`src/rtl/hazard_pkg.sv`:
```
// Shared types and constants for the hazard unit and its M/D stall sequencer.
package hazard_pkg;

  // Width of the M/D latency down-counter; latencies are limited to 2..255.
  localparam int unsigned LAT_W = 8;

  // Operand source selects driven on ForwardAE/ForwardBE.
  localparam logic [1:0] FWD_RF  = 2'b00;
  localparam logic [1:0] FWD_WB  = 2'b01;
  localparam logic [1:0] FWD_MEM = 2'b10;

  // Multi-cycle M/D sequencer states.
  typedef enum logic [1:0] {
    IDLE = 2'd0,
    BUSY = 2'd1,
    DONE = 2'd2
  } md_state_t;

  // Forward select from the two match conditions; the M-stage match wins.
  function automatic logic [1:0] fwd_sel(input logic match_m, input logic match_w);
    if (match_m) return FWD_MEM;
    if (match_w) return FWD_WB;
    return FWD_RF;
  endfunction

endpackage

```
`src/rtl/md_stall_seq.sv`:
```
// M/D sequencer: holds the E stage for LAT cycles per op, then strobes done.
module md_stall_seq
  import hazard_pkg::*;
#(
  parameter int unsigned MUL_LAT = 4,
  parameter int unsigned DIV_LAT = 34
) (
  input  logic clk,
  input  logic rst_n,
  input  logic start,
  input  logic is_div,
  output logic stall,
  output logic done
);

  if (MUL_LAT < 2 || MUL_LAT > 255) begin : g_bad_mul_lat
    $error("md_stall_seq: MUL_LAT must be within 2..255");
  end
  if (DIV_LAT < 2 || DIV_LAT > 255) begin : g_bad_div_lat
    $error("md_stall_seq: DIV_LAT must be within 2..255");
  end

  // The accepting IDLE cycle already stalls, so BUSY covers the remaining LAT-1.
  localparam logic [LAT_W-1:0] MUL_INIT = LAT_W'(MUL_LAT - 2);
  localparam logic [LAT_W-1:0] DIV_INIT = LAT_W'(DIV_LAT - 2);

  md_state_t        state_q, state_d;
  logic [LAT_W-1:0] cnt_q,   cnt_d;

  // State and counter registers with synchronous active-low reset.
  always_ff @(posedge clk) begin
    if (!rst_n) begin
      state_q <= IDLE;
      cnt_q   <= '0;
    end else begin
      state_q <= state_d;
      cnt_q   <= cnt_d;
    end
  end

  // Next-state, counter and stall/done decode; outputs forced low while in reset.
  always_comb begin
    state_d = state_q;
    cnt_d   = cnt_q;
    stall   = 1'b0;
    done    = 1'b0;
    unique case (state_q)
      IDLE: begin
        if (start) begin
          stall   = 1'b1;
          state_d = BUSY;
          cnt_d   = is_div ? DIV_INIT : MUL_INIT;
        end
      end
      BUSY: begin
        stall = 1'b1;
        if (cnt_q == '0) state_d = DONE;
        else             cnt_d   = cnt_q - LAT_W'(1);
      end
      DONE: begin
        done    = 1'b1;
        state_d = IDLE;
      end
      default: begin
        state_d = IDLE;
        cnt_d   = '0;
      end
    endcase
    if (!rst_n) begin
      stall = 1'b0;
      done  = 1'b0;
    end
  end

endmodule

```
`src/rtl/hazard_unit_md.sv`:
```
// Pipeline hazard unit: operand forwarding, load-use stall, branch flush and
// multi-cycle M/D stall sequencing.
module hazard_unit_md
  import hazard_pkg::*;
#(
  parameter int unsigned REG_AW  = 5,
  parameter int unsigned MUL_LAT = 4,
  parameter int unsigned DIV_LAT = 34
) (
  input  logic              clk,
  input  logic              rst_n,
  input  logic              M_RegWrite,
  input  logic              W_RegWrite,
  input  logic              E_ResultSrc_0,
  input  logic              E_PCSrc,
  input  logic              E_MdOp,
  input  logic              E_MdIsDiv,
  input  logic [REG_AW-1:0] D_Rs1,
  input  logic [REG_AW-1:0] D_Rs2,
  input  logic [REG_AW-1:0] E_Rs1,
  input  logic [REG_AW-1:0] E_Rs2,
  input  logic [REG_AW-1:0] E_Rd,
  input  logic [REG_AW-1:0] M_Rd,
  input  logic [REG_AW-1:0] W_Rd,
  output logic [1:0]        ForwardAE,
  output logic [1:0]        ForwardBE,
  output logic              F_Stall,
  output logic              D_Stall,
  output logic              E_Stall,
  output logic              D_Flush,
  output logic              E_Flush,
  output logic              M_Flush,
  output logic              md_busy,
  output logic              md_done
);

  logic md_stall;
  logic md_done_w;
  logic lw_stall;

  md_stall_seq #(
    .MUL_LAT (MUL_LAT),
    .DIV_LAT (DIV_LAT)
  ) u_md_seq (
    .clk    (clk),
    .rst_n  (rst_n),
    .start  (E_MdOp),
    .is_div (E_MdIsDiv),
    .stall  (md_stall),
    .done   (md_done_w)
  );

  // Operand forwarding; stays live through reset and M/D stalls.
  always_comb begin
    ForwardAE = fwd_sel(M_RegWrite && (E_Rs1 != '0) && (E_Rs1 == M_Rd),
                        W_RegWrite && (E_Rs1 != '0) && (E_Rs1 == W_Rd));
    ForwardBE = fwd_sel(M_RegWrite && (E_Rs2 != '0) && (E_Rs2 == M_Rd),
                        W_RegWrite && (E_Rs2 != '0) && (E_Rs2 == W_Rd));
  end

  // Stall/flush decode; the seq outputs are already reset-gated, the rest are gated here.
  always_comb begin
    lw_stall = E_ResultSrc_0 && (E_Rd != '0) && ((D_Rs1 == E_Rd) || (D_Rs2 == E_Rd));
    F_Stall  = rst_n && (lw_stall || md_stall);
    D_Stall  = rst_n && (lw_stall || md_stall);
    E_Stall  = md_stall;
    M_Flush  = md_stall;
    E_Flush  = rst_n && (lw_stall || E_PCSrc) && !md_stall;
    D_Flush  = rst_n && E_PCSrc && !md_stall;
    md_busy  = md_stall;
    md_done  = md_done_w;
  end

endmodule

```
`config.mk`:
```
export PLATFORM = sky130hd
export DESIGN_NAME = hazard_unit_md
export DESIGN_NICKNAME = d
export VERILOG_FILES = /design/src/rtl/hazard_pkg.sv /design/src/rtl/md_stall_seq.sv /design/src/rtl/hazard_unit_md.sv
export SDC_FILE = /design/constraint.sdc
export NUM_CORES = 1
export LEC_CHECK = 0
export CAP_MARGIN = 20
export CORE_ASPECT_RATIO = 0.75
export CORE_MARGIN = 5
export CORE_UTILIZATION = 23
export DETAILED_ROUTE_END_ITERATION = 8
export GPL_TIMING_DRIVEN = 0
export PLACE_DENSITY = 0.56
export REMOVE_ABC_BUFFERS = 1
export SYNTH_ARGS = -nofsm -noshare
export SYNTH_HDL_FRONTEND = slang
export SYNTH_SLANG_ARGS = --single-unit
```
`constraint.sdc`:
```
create_clock -name clk -period 1.66 [get_ports clk]
set_input_delay 0.332 -clock clk [delete_from_list [all_inputs] [get_ports clk]]
set_output_delay 0.332 -clock clk [all_outputs]
set_load 0.005 [all_outputs]
```
-- Yosys cells after proc, flatten, opt, wreduce, memory -nomap -nowiden
Index checks and enable logic that the tools add are counted.
- word-level logic and storage cells: 67
- input port bits: 43
- output and inout port bits: 12
- flip-flop bits (word level): 10
- add/sub/neg operators: 1
- multiplexer cells: 26
- bitwise logic cells: 1
- reduce and logical (&&, ||, !) cells: 26
- equality and inequality tests: 11
- operators with widths (operator ; count):
    $eq 5x5->1 ; 6
    $pmux 8 s3 ; 1
    $mux 2 ; 10
    $mux 8 ; 2
    $logic_and 1x1->1 ; 15
    $reduce_bool 5->1 ; 3
    $mux 1 ; 10
    $logic_not 8->1 ; 1
    $sub 8x1->8 const B ; 1
    $mux 6 ; 1
    $ne 2x2->1 const B ; 2
    $pmux 2 s2 ; 1
    $logic_or 1x1->1 ; 3
    $reduce_and 3->1 ; 1
    $eq 2x1->1 const B ; 1
    $eq 2x2->1 const B ; 1
    $logic_not 2->1 ; 1
    $ne 2x1->1 const B ; 1
    $pmux 1 s2 ; 1
    $reduce_and 2->1 ; 1
    $logic_not 1->1 ; 1
    $not 1->1 ; 1

-- Longest topological paths before layout
- depth after elaboration: 7
- gate-level depth with buffers: 7

-- Cells and area by module
Synthesis repeated with hierarchy kept, for this count alone.
- cell total of the unflattened synthesis: 133
- area, all modules: 1091.0 um2
- modules (own cells, without submodules) (module ; cells each ; seq. area each (um2) ; area each (um2) ; instances):
    md_stall_seq ; 72 ; 200.2 ; 601.8 ; 1
    hazard_unit_md ; 61 ; 0.0 ; 489.2 ; 1

-- Worst setup path after synthesis
OpenSTA, ideal clock, no wires.
- path type: register -> register
- start point: register u_md_seq.cnt_q[4]
- end point: register u_md_seq.cnt_q[1]
- required time: 1536 ps
- period minus slack after synthesis: 1730 ps
- setup slack: -70 ps
- path buffers: 1
- cell stages (with the launch flop): 6
- arrival time: 1606 ps
- cell sequence: dfxtp_1 -> or4_4 -> nor4_4 -> buf_6 -> o21ai_0 -> o311a_2
- cells in the longest elaborated chain, start to end: 3
- RTL lines (item ; RTL line ; source):
    start, declared ; md_stall_seq.sv:28 ; logic [LAT_W-1:0] cnt_q, cnt_d;
    start signal, assigned ; md_stall_seq.sv:37 ; cnt_q <= cnt_d;
    $logic_not 8->1 ; md_stall_seq.sv:57 ; if (cnt_q == '0) state_d = DONE;
    $ne 2x2->1 (no source line) ; n/a ;
    $reduce_and 3->1 (no source line) ; n/a ;
Every way passes these cells.
A chain may end at the register's enable or synchronous reset.

-- Final worst setup path
- start point: input E_Rs1[4]
- end point: output ForwardAE[0]
- cells in the longest elaborated chain, start to end: 7
- RTL lines (item ; RTL line ; source):
    start, declared ; hazard_unit_md.sv:20 ; input logic [REG_AW-1:0] E_Rs1,
    $reduce_bool 5->1 ; hazard_unit_md.sv:55, hazard_unit_md.sv:56 ;
    $logic_and 1x1->1 (2 in a row) ; hazard_unit_md.sv:56 ; W_RegWrite && (E_Rs1 != '0) && (E_Rs1 == W_Rd));
    $mux 1 (2 in a row) ; hazard_pkg.sv:22 ; if (match_w) return FWD_WB;
    $mux 2 ; hazard_pkg.sv:23 ; return FWD_RF;
    $mux 2 (*) ; hazard_pkg.sv:22 ;
    end, declared ; hazard_unit_md.sv:25 ; output logic [1:0] ForwardAE,
Every way passes the cells marked *; elsewhere a longest branch is shown, timed or not. The select of a mux whose other input is x is not followed.

==> metrics.yaml <==
critPathTopFamily: "simple AND/OR/NAND/NOR gates"
drc: 0
vias_per_cell: 5.042
routabilityCongestion: 0.8537
ys_warn_count: 0
grtUsageTotal: 0.1437
route.final.wire_length_um: 4406
grt_pass1_vias: 1378
cp.arrival_ns: 1.60
synth.area.top_cells: "dfxtp_1 20%, xnor2_1 14%, xor2_1 12%"
nNetsFinal: 247
end_kind: "primary output"
worstReg2RegEnd: "u_md_seq.cnt_q[1]"
cts_sinks: 10
synth_seq_cells: 10
fin_cells: 259
power_leakage_nw: 0.8090
std_cell_rows: 21
fin_crit_sh: 1.165
cp_num_buf_inv: 2
ys_types: 43
syn_area_per_cell_sq_um: 8.143
cts_buffers: 3
synthXorXnorAreaFrac: 0.2561
cts_tree: "yes"
slew_headroom: 0.3920
peakVddDrop_v: 0.0003818
yosys.area.top_type: "dfxtp_1"
worst_pin_slew_ns: 0.9086
cp.required_ns: 1.33
clk_latency_ns: 0.25
min_period_ns: 1.934
synth_top_area_share: 0.1951
antenna_found_initial: 0
wl_per_cell_um: 17.01
yosys.area_share.simple: 0.2963
internal_power_mw: 1.148
cap_violations: 0
slowest_stage: "or4_4"
diodes: 0
p_comb_frac: 0.603
drt-initial-drc-count: 71
firstDrtPassIters: 4
path_class: "input port to primary output"
ys_seq_area_frac: 0.1951
routed-via-count: 1306
crit_end: "ForwardAE[0]"
die_w_um: 87.12
status: "finished, violations left"
synthArstFlopShare: 0
layout-drive-gt1-share: 0.5347
clkTransAtPathRegs_ns: 0.05
startpoint: "E_Rs1[4]"
place_inst: 231
clkPwrFrac: 0.165
switching_share: 0.4066
p_seq_frac: 0.231
rrSetupSlack_ns: -0.14
cts_max_path_buffers: 2
max_freq_mhz: 516.9
clock_skew_ns: 0.0009439
ctsHoldBuffers: 0
power.switching_uw: 786.4
synth-main-ff-cell: "dfxtp_1"
cts_htree_levels: 1
cts_root_buf: "clkbuf_8"
cpPeakStageDelay_ns: 0.54
cp_cell_sequence: "buf_8 -> or4_4 -> nor2_4 -> nor4_2 -> nor4_1 -> buf_2"
io_buffers: 54
holdCritPathClass: "input port to register"
dieArea_sq_mm: 0.005910
worstReg2RegStart: "u_md_seq.cnt_q[4]"
overflow: 0
die_h_um: 67.84
synthMuxAreaShare: 0.009756
synth_top_family_by_area: "simple AND/OR/NAND/NOR gates"
grt_pass1_wl_um: 6568
place_ws_ns: -1.133
reg2reg_depth: 6
grt_start_max_net_pins: 14
start_util: 0.2338
ioPinCount: 55
area_growth_pct: 93.29
slew_viol_final: 0
hold_violations: 0
crit_fanout: 2
cp_num_cells: 6
powerDensity_mw_per_mm2: 975.3
violations: "negative setup slack"
finalSetupViolCount: 14
synth_compound_area_frac: 0.1793
ant_nets: 0
hp-start: "rst_n"
fin_ws_ns: -0.2745
syn-instance-count: 126
rsz0062_at_grt: "yes"
core_sq_mm: 0.004388
worst_setup_path_start_kind: "input port"
synth-adder-area-share: 0.01220
hpwl_um: 2861
synth_edf_count: 0
final_util: 0.4520
synth_area_sq_mm: 0.001026
layout by cell type, fill, tap and decap left out, types with 2 or more instances in the layout:
cell and n:
a21oi_1 4, buf_2 20, buf_4 17, buf_6 10, buf_8 3, clkbuf_2 4, clkbuf_8 4, clkdlybuf4s15_1 2
clkdlybuf4s50_1 9, dfxtp_1 3, dfxtp_2 4, dfxtp_4 3, dlygate4sd2_1 13, inv_2 3, nand2_1 4, nand4_1 4
nor2_1 6, nor2_4 2, nor2b_1 2, nor3_1 3, nor3_2 2, nor4_1 3, nor4_4 4, o21ai_1 2
o21ai_2 4, or3_2 2, or4_4 5, xnor2_1 13, xnor2_2 3, xor2_1 12, xor2_2 2
synthesized netlist by cell type, types with 2 or more instances:
cell and count:
o21bai_1 2, nor2b_1 2, nand4_1 4, a21oi_1 5, clkbuf_1 2, xnor2_1 16, o21ai_0 7, or4_1 4
inv_1 3, nor4_1 7, or2b_1 2, or3_2 3, nor3_1 5, nand2_1 4, dfxtp_1 10, nor2_1 8
buf_4 3, xor2_1 14
area by class of cell:
| type | count | area (sq um) |
|---|---|---|
| flip-flops and latches | 10 | 216.5 |
| fillers | 408 | 2405 |
| clock buffers | 4 | 55.05 |
| well taps | 57 | 71.32 |
| inverters | 3 | 11.26 |
| repair buffers | 78 | 629.4 |
| multi-input cells | 107 | 999.7 |
worst register-to-register path, stage by stage (launching register included):
cell	delay, ns
dfxtp_4	0.35
or4_4	0.55
nor4_4	0.27
buf_4	0.19
buf_6	0.10
o21ai_2	0.05
o311a_2	0.16
what timing repair did:
item                                    CTS  global route
endpoints found under the setup margin   20            18
resized for setup                       179            38
endpoints found under the hold margin     0             0
pin swaps                                32            24
buffers inserted                         18             6
cells by family after synthesis:
group / Yosys count
AOI/OAI and AO/OA: 27
and+or+nand+nor: 48
adders and majority gates: 1
DFF: 10
muxes: 1
xor gates and xnor gates: 30
buffers and inverters: 9
how the worst min path moves through the flow:
| stage | to | slack [ns] | depth (start not counted) |
|---|---|---|---|
| 5_1_grt | u_md_seq.cnt_q[1] | 0.49 | 2 |
| 4_1_cts | u_md_seq.cnt_q[1] | 0.44 | 2 |
| 3_3_place_gp | u_md_seq.cnt_q[4] | 0.50 | 2 |
| 6_report | u_md_seq.cnt_q[1] | 0.47 | 2 |
| 2_1_floorplan | u_md_seq.cnt_q[4] | 0.47 | 2 |
| 3_5_place_dp | u_md_seq.cnt_q[5] | 0.51 | 2 |
through the flow:
step | setup TNS (ns) | hold slack, ns | total power, mW | area (sq um)
floorplan | -0.8476 | 0.4697 | 0.8851 | 984.7
global route | -1.985 | 0.4910 | 2.064 | 1983
detailed placement | -12.15 | 0.5128 | 1.180 | 1597
CTS | -0.7676 | 0.4385 | 1.642 | 1833
global placement | -11.65 | 0.5010 | 1.172 | 1597
finish | -1.403 | 0.4741 | 1.934 | 1983
power groups by stage:
stage                     combinational, mW  clock, mW  sequential, mW
after global placement                0.759          0           0.413
after CTS                             0.904      0.320           0.418
after global routing                   1.26      0.340           0.462
after floorplan                       0.497          0           0.388
final                                  1.17      0.320           0.447
after detailed placement              0.764          0           0.416
routing by layer:
| layer | global-route usage | vias to the layer above | share of wire | wire, um |
|---|---|---|---|---|
| met3 | 0.03249 | 13 | 0.034 | 150 |
| li1 | - | 617 | - | - |
| met2 | 0.2775 | 37 | 0.56 | 2453 |
| met1 | 0.1546 | 639 | 0.38 | 1677 |
| met4 | 0.05172 | 0 | 0.028 | 124 |
| met5 | 0 | - | 0 | 0 |
state kept, by name, summed over array words and instances (netlist names):
name              cells
u_md_seq.cnt_q        8
u_md_seq.state_q      2
(Power assumes the default switching activity.)
